===== src/rtl/max7219_rx.sv =====
// max7219_rx: MAX7219 daisy-chain receiver (cs/sck/mosi) with per-device
// register file, registered read port and load/frame_err strobes.
// Ports: clk, reset (sync, active high); cs/sck/mosi async serial inputs;
//   rd_dev/rd_addr select a register, rd_data returns it one cycle later;
//   load / frame_err pulse on frame end; busy is high while a frame is armed.
// Optional: define MAX7219_RX_CODEB_EN to return Code-B segment patterns
//   for digit rows whose decode-mode bit is set.
module max7219_rx #(
   parameter int CHAIN = 4,
   parameter int DEV_W = 2
) (
   input  logic             clk,
   input  logic             reset,
   input  logic             cs,
   input  logic             sck,
   input  logic             mosi,
   input  logic [DEV_W-1:0] rd_dev,
   input  logic [3:0]       rd_addr,
   output logic [7:0]       rd_data,
   output logic             load,
   output logic             frame_err,
   output logic             busy
);

   localparam int         SR_W = 16 * CHAIN;
   localparam logic [7:0] FULL = 8'(SR_W);

   // Synchronisers; the third cs/sck stage is the edge-detect history.
   logic [2:0] cs_sync_q, cs_sync_d;
   logic [2:0] sck_sync_q, sck_sync_d;
   logic [1:0] mosi_sync_q, mosi_sync_d;

   logic            armed_q, armed_d;
   logic [7:0]      cnt_q, cnt_d;
   logic [SR_W-1:0] sr_q, sr_d;
   logic            load_q, load_d;
   logic            err_q, err_d;
   logic [7:0]      rd_q, rd_d;

   logic [7:0] digit_q  [CHAIN][8];
   logic [7:0] digit_d  [CHAIN][8];
   logic [7:0] decode_q [CHAIN];
   logic [7:0] decode_d [CHAIN];
   logic [3:0] inten_q  [CHAIN];
   logic [3:0] inten_d  [CHAIN];
   logic [2:0] scan_q   [CHAIN];
   logic [2:0] scan_d   [CHAIN];
   logic       shdn_q   [CHAIN];
   logic       shdn_d   [CHAIN];
   logic       test_q   [CHAIN];
   logic       test_d   [CHAIN];

   logic cs_rise, cs_fall, sck_rise, mosi_s;

   assign cs_sync_d   = {cs_sync_q[1:0], cs};
   assign sck_sync_d  = {sck_sync_q[1:0], sck};
   assign mosi_sync_d = {mosi_sync_q[0], mosi};

   assign cs_rise  =  cs_sync_q[1] & ~cs_sync_q[2];
   assign cs_fall  = ~cs_sync_q[1] &  cs_sync_q[2];
   assign sck_rise =  sck_sync_q[1] & ~sck_sync_q[2];
   assign mosi_s   =  mosi_sync_q[1];

`ifdef MAX7219_RX_CODEB_EN
   function automatic logic [7:0] codeb(input logic [7:0] v);
      logic [6:0] s;
      case (v[3:0])
         4'h0: s = 7'h7E;
         4'h1: s = 7'h30;
         4'h2: s = 7'h6D;
         4'h3: s = 7'h79;
         4'h4: s = 7'h33;
         4'h5: s = 7'h5B;
         4'h6: s = 7'h5F;
         4'h7: s = 7'h70;
         4'h8: s = 7'h7F;
         4'h9: s = 7'h7B;
         4'hA: s = 7'h01;
         4'hB: s = 7'h4F;
         4'hC: s = 7'h37;
         4'hD: s = 7'h0E;
         4'hE: s = 7'h67;
         default: s = 7'h00;
      endcase
      return {v[7], s};
   endfunction
`endif

   // Receive, count and commit.
   always_comb begin
      logic [3:0] wa;
      logic [7:0] wd;
      wa       = '0;
      wd       = '0;
      armed_d  = armed_q;
      cnt_d    = cnt_q;
      sr_d     = sr_q;
      load_d   = 1'b0;
      err_d    = 1'b0;
      digit_d  = digit_q;
      decode_d = decode_q;
      inten_d  = inten_q;
      scan_d   = scan_q;
      shdn_d   = shdn_q;
      test_d   = test_q;

      // Shift before commit so a coincident last sck edge is counted.
      if (armed_q && sck_rise) begin
         sr_d = {sr_q[SR_W-2:0], mosi_s};
         if (cnt_q != 8'hFF) cnt_d = cnt_q + 8'd1;
      end

      if (cs_fall) begin
         armed_d = 1'b1;
         cnt_d   = '0;
      end else if (armed_q && cs_rise) begin
         armed_d = 1'b0;
         if (cnt_d == FULL) begin
            load_d = 1'b1;
            for (int k = 0; k < CHAIN; k++) begin
               wa = sr_d[16*k+8 +: 4];
               wd = sr_d[16*k +: 8];
               case (wa)
                  4'h1, 4'h2, 4'h3, 4'h4,
                  4'h5, 4'h6, 4'h7, 4'h8:
                     digit_d[k][3'(wa[2:0] - 3'd1)] = wd;
                  4'h9: decode_d[k] = wd;
                  4'hA: inten_d[k]  = wd[3:0];
                  4'hB: scan_d[k]   = wd[2:0];
                  4'hC: shdn_d[k]   = wd[0];
                  4'hF: test_d[k]   = wd[0];
                  default: ;
               endcase
            end
         end else begin
            err_d = 1'b1;
         end
      end
   end

   // Read mux works on pre-commit state.
   always_comb begin
      rd_d = '0;
      for (int k = 0; k < CHAIN; k++) begin
         if (rd_dev == DEV_W'(k)) begin
            case (rd_addr)
               4'h1, 4'h2, 4'h3, 4'h4,
               4'h5, 4'h6, 4'h7, 4'h8: begin
                  rd_d = digit_q[k][3'(rd_addr[2:0] - 3'd1)];
`ifdef MAX7219_RX_CODEB_EN
                  if (decode_q[k][3'(rd_addr[2:0] - 3'd1)])
                     rd_d = codeb(rd_d);
`endif
               end
               4'h9: rd_d = decode_q[k];
               4'hA: rd_d = {4'h0, inten_q[k]};
               4'hB: rd_d = {5'h00, scan_q[k]};
               4'hC: rd_d = {7'h00, shdn_q[k]};
               4'hF: rd_d = {7'h00, test_q[k]};
               default: rd_d = '0;
            endcase
         end
      end
   end

   always_ff @(posedge clk) begin
      if (reset) begin
         // cs history clears low so a cs held low at release never arms.
         cs_sync_q   <= '0;
         sck_sync_q  <= '0;
         mosi_sync_q <= '0;
         armed_q     <= 1'b0;
         cnt_q       <= '0;
         sr_q        <= '0;
         load_q      <= 1'b0;
         err_q       <= 1'b0;
         rd_q        <= '0;
         for (int k = 0; k < CHAIN; k++) begin
            for (int r = 0; r < 8; r++) digit_q[k][r] <= '0;
            decode_q[k] <= '0;
            inten_q[k]  <= '0;
            scan_q[k]   <= '0;
            shdn_q[k]   <= 1'b0;
            test_q[k]   <= 1'b0;
         end
      end else begin
         cs_sync_q   <= cs_sync_d;
         sck_sync_q  <= sck_sync_d;
         mosi_sync_q <= mosi_sync_d;
         armed_q     <= armed_d;
         cnt_q       <= cnt_d;
         sr_q        <= sr_d;
         load_q      <= load_d;
         err_q       <= err_d;
         rd_q        <= rd_d;
         digit_q     <= digit_d;
         decode_q    <= decode_d;
         inten_q     <= inten_d;
         scan_q      <= scan_d;
         shdn_q      <= shdn_d;
         test_q      <= test_d;
      end
   end

   assign rd_data   = rd_q;
   assign load      = load_q;
   assign frame_err = err_q;
   assign busy      = armed_q;

endmodule


===== config.mk =====
export PLATFORM = sky130hd
export DESIGN_NAME = max7219_rx
export DESIGN_NICKNAME = d
export VERILOG_FILES = /design/src/rtl/max7219_rx.sv
export SDC_FILE = /design/constraint.sdc
export NUM_CORES = 1
export LEC_CHECK = 0
export ABC_AREA = 1
export CORE_UTILIZATION = 63
export DETAILED_ROUTE_END_ITERATION = 16
export MAX_ROUTING_LAYER = met4
export PLACE_DENSITY = 0.77
export SLEW_MARGIN = 20
export SYNTH_ARGS = -nofsm -noshare
export SYNTH_HDL_FRONTEND = slang
export SYNTH_SLANG_ARGS = --single-unit
export TNS_END_PERCENT = 50

===== constraint.sdc =====
create_clock -name clk -period 4.15 [get_ports clk]
set_input_delay 0.83 -clock clk [delete_from_list [all_inputs] [get_ports clk]]
set_output_delay 0.83 -clock clk [all_outputs]
set_load 0.01 [all_outputs]

======== Word level (Yosys, flattened, before mapping) ========
Cells that the tools add are included.
W data, S select, Z words.
storage, ports and cells
  output and inout port bits .............. 11
  bits in registers ....................... 411
  input port bits ......................... 11
operators by class
  $add $sub $neg .......................... 6
  order comparisons ....................... 9
  bitwise logic cells ..................... 13
  equality and inequality tests ........... 70
  reduce and logical (&&, ||, !) cells .... 39
  muxes and demuxes ....................... 39
operator list
  kind                   count
  $bwmux W64             4
  $pmux W8 S6            4
  $mux W8                18
  $eq A4 B4 Y1 const B   30
  $bmux W8 S3            4
  $demux W8 S3           4
  $reduce_and A4 Y1      24
  $eq A4 B3 Y1 const B   20
  $mux W60               1
  $eq A4 B2 Y1 const B   10
  $reduce_or A8 Y1       5
  $eq A4 B1 Y1 const B   5
  $ge A4 B4 Y1 const B   5
  $not A3 Y4             5
  $lt A4 B1 Y1 const B   4
  $sub A3 B1 Y3 const B  5
  $add A8 B1 Y8 const B  1
  $eq A8 B7 Y1 const B   1
  $ne A8 B8 Y1 const B   1
  $logic_and A1 B1 Y1    6
  $not A1 Y1             5
  $eq A2 B2 Y1 const B   2
  $mux W1                4
  $and A1 B1 Y1          3
  other kinds (5)        5

======== Longest topological paths before layout ========
  depth in word-level cells ............... 11
  depth in mapped cells ................... 19
  gate-level depth less buffers ........... 15

======== Worst setup path after synthesis ========
OpenSTA, ideal clock, no wires.
  kind .................................... input-to-reg
  start point ............................. input port rd_addr[0]
  end point ............................... register rd_q[4], in the netlist rd_data[4]
  slack ................................... 0.822 ns
  cell stages on the path ................. 15
  arrival ................................. 3.201 ns
  setup time .............................. 0.128 ns
  data required time ...................... 4.022 ns
  cells stage by stage .................... clkinv_1 -> clkbuf_1 -> buf_1 -> ha_1 -> clkbuf_1 -> inv_1 -> clkbuf_1 -> clkbuf_1 -> nand3_1 -> a21oi_1 -> nor3_1 -> o21ai_0 -> nand2_1 -> nor2_1 -> nor2_1
on the way
  word-level cells in the longest chain between the ends .. 10
RTL lines
  element                                     RTL line  text
  start: declaration                          18        input logic [3:0] rd_addr,
  $sub A3 B1 Y3                               149       rd_d = digit_q[k][3'(rd_addr[2:0] - 3'd1)];
  $not A3 Y4 (not written as such)            149
  $bmux W8 S3                                 149
  $mux W8 (not written as such) (2 in a row)  149
  $pmux W8 S6                                 146       case (rd_addr)
  $mux W8 (3 in a row)                        145       if (rd_dev == DEV_W'(k)) begin
  $mux W8 *                                   145
  end signal: assignment                      195       rd_q <= rd_d;
  end: declaration                            38        logic [7:0] rd_q, rd_d;
Every way passes the cells marked *; elsewhere a longest branch is shown, timed or not. The select of a mux whose other input is x is not followed.
A chain may end at the register's enable or synchronous reset.

======== Worst setup path after layout ========
  start point ............................. register armed_q, in the netlist busy
  end point ............................... register digit_q[187] (netlist bit)
on the way
  word-level cells in the longest chain between the ends .. 9
RTL lines
  element                                                             RTL line  text
  start: declaration                                                  33        logic armed_q, armed_d;
  start signal: assignment                                            190       armed_q <= armed_d;
  $logic_and A1 B1 Y1                                                 108       if (armed_q && sck_rise) begin
  $mux W60                                                            108
  $sub A3 B1 Y3                                                       126       digit_d[k][3'(wa[2:0] - 3'd1)] = wd;
  $not A3 Y4 (not written as such)                                    126
  $ge A4 B4 Y1 (not written as such) or $lt A4 B1 Y1 (tied branches)  126
  $logic_and A1 B1 Y1 (not written as such)                           126
  $mux W8 (not written as such)                                       126
  $demux W8 S3                                                        126
  $bwmux W64                                                          126
  end signal: assignment                                              196       digit_q <= digit_d;
  end: declaration                                                    40        logic [7:0] digit_q [CHAIN][8];
Parallel ways exist; a longest one is shown, timed or not.

==> impl_metrics.csv <==
group,metric,value,unit
outcome,status,"finished with violations",
outcome,violations,"design-rule violations",
cells_and_area,layout.nets,3032,
sta,tightest_slew,1.16,ns
synthesis,synth_seq_area_share,41.3,%
cells_and_area,diodes,0,
synthesis,synth_cell_type_count,40,
cells_and_area,area_delta_synth_final,9.65,%
placement,pre_cts_ws,0.664,ns
placement,dpl.hpwl,38200,um
clock_tree,cts_tree,"done",
setup_path,crit_path_end_kind,"flip-flop",
setup_path,path_common_cell,"nor2_1",
setup_path,crit_slowest_cell,"nor2_1",
clock_tree,root_buffer,"clkbuf_16",
synthesis,synth.cell_area,0.0199,sq mm
cells_and_area,fin_util,70.9,%
drt,via_count,19700,
sta,post-route-period-util,83.4,%
placement,gp_congestion,0.908,
drt,first_pass_iters,12,
global_routing,grt_max_degree,128,
sta,fin_ws,0.688,ns
setup_path,crit_type,"reg2reg",
die,std_cell_rows,64,
clock_tree,cts_sinks,411,
global_routing,overflow,0,
sta,final-setup-viol-count,0,
sta,fin_skew,0.0231,ns
synthesis,synth_cells,3044,
die,die-width,180,um
synthesis,synth_edf_count,0,
sta,finalHoldViolCount,0,
synthesis,synth.avg_cell_area,6.54,sq um
sta,drv_slew,0,
global_routing,track_usage,37.5,%
synthesis,synth_warnings,0,
drt,via_per_inst,5.75,
die,dieArea,0.0323,sq mm
pwr,powerDensity,391,mW/mm^2
flow_run,maxCapViolCount,0,
drt,drc,1,
clock_tree,post_cts_buffers,0,
setup_path,cp.arrival,3.95,ns
setup_path,cp-start-kind,"flip-flop",
die,ios,22,
global_routing,first_global_vias,18000,
clock_tree,cts_resized,0,
drt,drt-initial-drc-count,2213,
clock_tree,h-tree-depth,2,
die,coreArea,0.0308,sq mm
synthesis,ys_ff_latch,411,
clock_tree,hold_buffers,0,
sta,setup_tns,0,ns
cells_and_area,drive_gt1_share,5.78,%
global_routing,grt_first_pass_wirelength,95400,um
clock_tree,clk_latency,0.57,ns
cells_and_area,fin_cells,3425,
drt,ant_nets,0,
synthesis,syn_nets,3078,
clock_tree,cts_buffer_depth,3,
setup_path,path_max_fanout,18,
setup_path,max_stage_delay,0.67,ns
drt,wl,59200,um
cells_and_area,fin_area,0.0218,sq mm
setup_path,crit_chain,"nand2_1 > nor2_4 > nand2_2 > o21ai_1 > nand2_1 > nor2_4 > buf_4 > nand4_1 > nor2_1 > nor2_1 > nor2_1",
global_routing,antenna_found_initial,0,
sta,fmax,289,MHz
sta,grt_setup_unrepaired,"no",
pwr,max-vdd-ir-drop,388,uV
worst_hold_path,hp-class,"reg2reg",
die,die_h,180,um
die,initial_core_util,64.6,%
synthesis,async_flop_share,0,%
sta,relSlewSlack,21.9,%
placement,port_buffers,21,
clock_tree,cts_made_buffers,44,
synthesis,synthFlopType,"dfxtp_1",
sta,whs,0.402,ns
pwr,p_total,8.54,mW
placement,dpl-instance-area,0.0204,sq mm
pwr,leakagePower,9.17,nW
setup_path,cp.required,4.64,ns
clock_tree,clk_pin_slew_worst_paths,0.06,ns
placement,placedCellCount,3348,
drt,wl_per_cell,17.3,um
sta,period_minus_slack,3.46,ns
-- cells by family after synthesis --
logic type | after synthesis | synth area share, %
AO/OA/AOI/OAI | 286 | 8.16
XOR/XNOR | 6 | 0.264
adder cells (fa/ha/maj) | 23 | 1.44
buffers and inverters | 392 | 7.74
flip-flops | 411 | 41.3
multiplexers | 11 | 0.553
AND/OR/NAND/NOR | 1915 | 40.5
-- cell usage in the layout (no fill, tap or decap), types with 6 or more instances in the layout --
cell type,n
nor3_1,14
clkinv_2,8
inv_1,223
nand4_1,40
nor2_1,791
o21ai_1,17
a21oi_1,72
o21ai_2,6
nand2_1,604
clkdlybuf4s50_1,19
nand3_1,424
o21ai_0,134
clkbuf_8,10
ha_1,22
nor2_4,15
o211ai_1,11
clkbuf_16,46
o221ai_1,25
dfxtp_1,411
clkbuf_1,9
buf_4,49
or2_2,15
mux2i_1,9
-- routing by layer --
| metal | up-vias | track usage, % | routed length, um |
|---|---|---|---|
| met4 | 0 | 14.4 | 2010 |
| met1 | 9003 | 49.0 | 25400 |
| met3 | 157 | 6.14 | 5000 |
| li1 | 9672 | - | - |
| met2 | 878 | 58.1 | 26700 |
| met5 | - | - | 0 |
-- path summary, 6_finish.rpt --
kind,start,end,slack [ns],cells after the start
worst max-delay path,busy$_SDFFE_PP0P_,digit_q[187]$_SDFFE_PP0P_,0.69,11
worst min-delay path,cs_sync_q[0]$_SDFF_PP0_,cs_sync_q[1]$_SDFF_PP0_,0.40,2
worst max register to register,busy$_SDFFE_PP0P_,digit_q[187]$_SDFFE_PP0P_,0.69,11
worst min register to register,cs_sync_q[0]$_SDFF_PP0_,cs_sync_q[1]$_SDFF_PP0_,0.40,2
-- layout make-up --
type | count | area [sq um]
fillers | 2632 | 8980
flip-flops and latches | 411 | 8230
clock inverters | 12 | 126
clock buffers | 65 | 1320
inverters | 229 | 868
multi-input cells | 2241 | 10200
repair buffers | 71 | 618
well taps | 396 | 495
-- state kept, by name, summed over array words and instances (netlist names) --
signal,cells
mosi_sync_q,2
sck_sync_q,3
sr_q,60
scan_q,12
test_q,4
cnt_q,8
digit_q,256
busy,1
load,1
cs_sync_q,3
shdn_q,4
decode_q,32
rd_data,8
inten_q,16
frame_err,1
-- power breakdown --
| group | total (mW) | leakage (nW) | switching (mW) | internal [mW] |
|---|---|---|---|---|
| Sequential | 3.96 | 3.31 | 0.00631 | 3.96 |
| Clock | 3.95 | 0.712 | 1.62 | 2.32 |
| Combinational | 0.631 | 5.15 | 0.456 | 0.175 |
| Total | 8.54 | 9.17 | 2.08 | 6.46 |
-- critical path, delay by kind of cell, from the launching register on --
kind	cells	cell delay (ns)
simple gates	9	2.49
flops	1	0.41
buf+inv	1	0.27
compound gates	1	0.21
-- synthesized netlist by cell type (all sizes together), types with 5 or more instances --
| cell type | number | area [sq um] |
|---|---|---|
| buf | 75 | 353 |
| or2 | 15 | 93.8 |
| clkbuf | 88 | 330 |
| nor2 | 808 | 3150 |
| nand3 | 426 | 2150 |
| dfxtp | 411 | 8230 |
| o211ai | 11 | 82.6 |
| nor3 | 15 | 75.1 |
| ha | 23 | 288 |
| inv | 226 | 848 |
| o221ai | 25 | 219 |
| nand4 | 43 | 314 |
| mux2i | 11 | 110 |
| a21oi | 72 | 360 |
| xor2 | 5 | 43.8 |
| o21ai | 157 | 801 |
| nand2 | 607 | 2290 |
(Power assumes the default switching activity.)
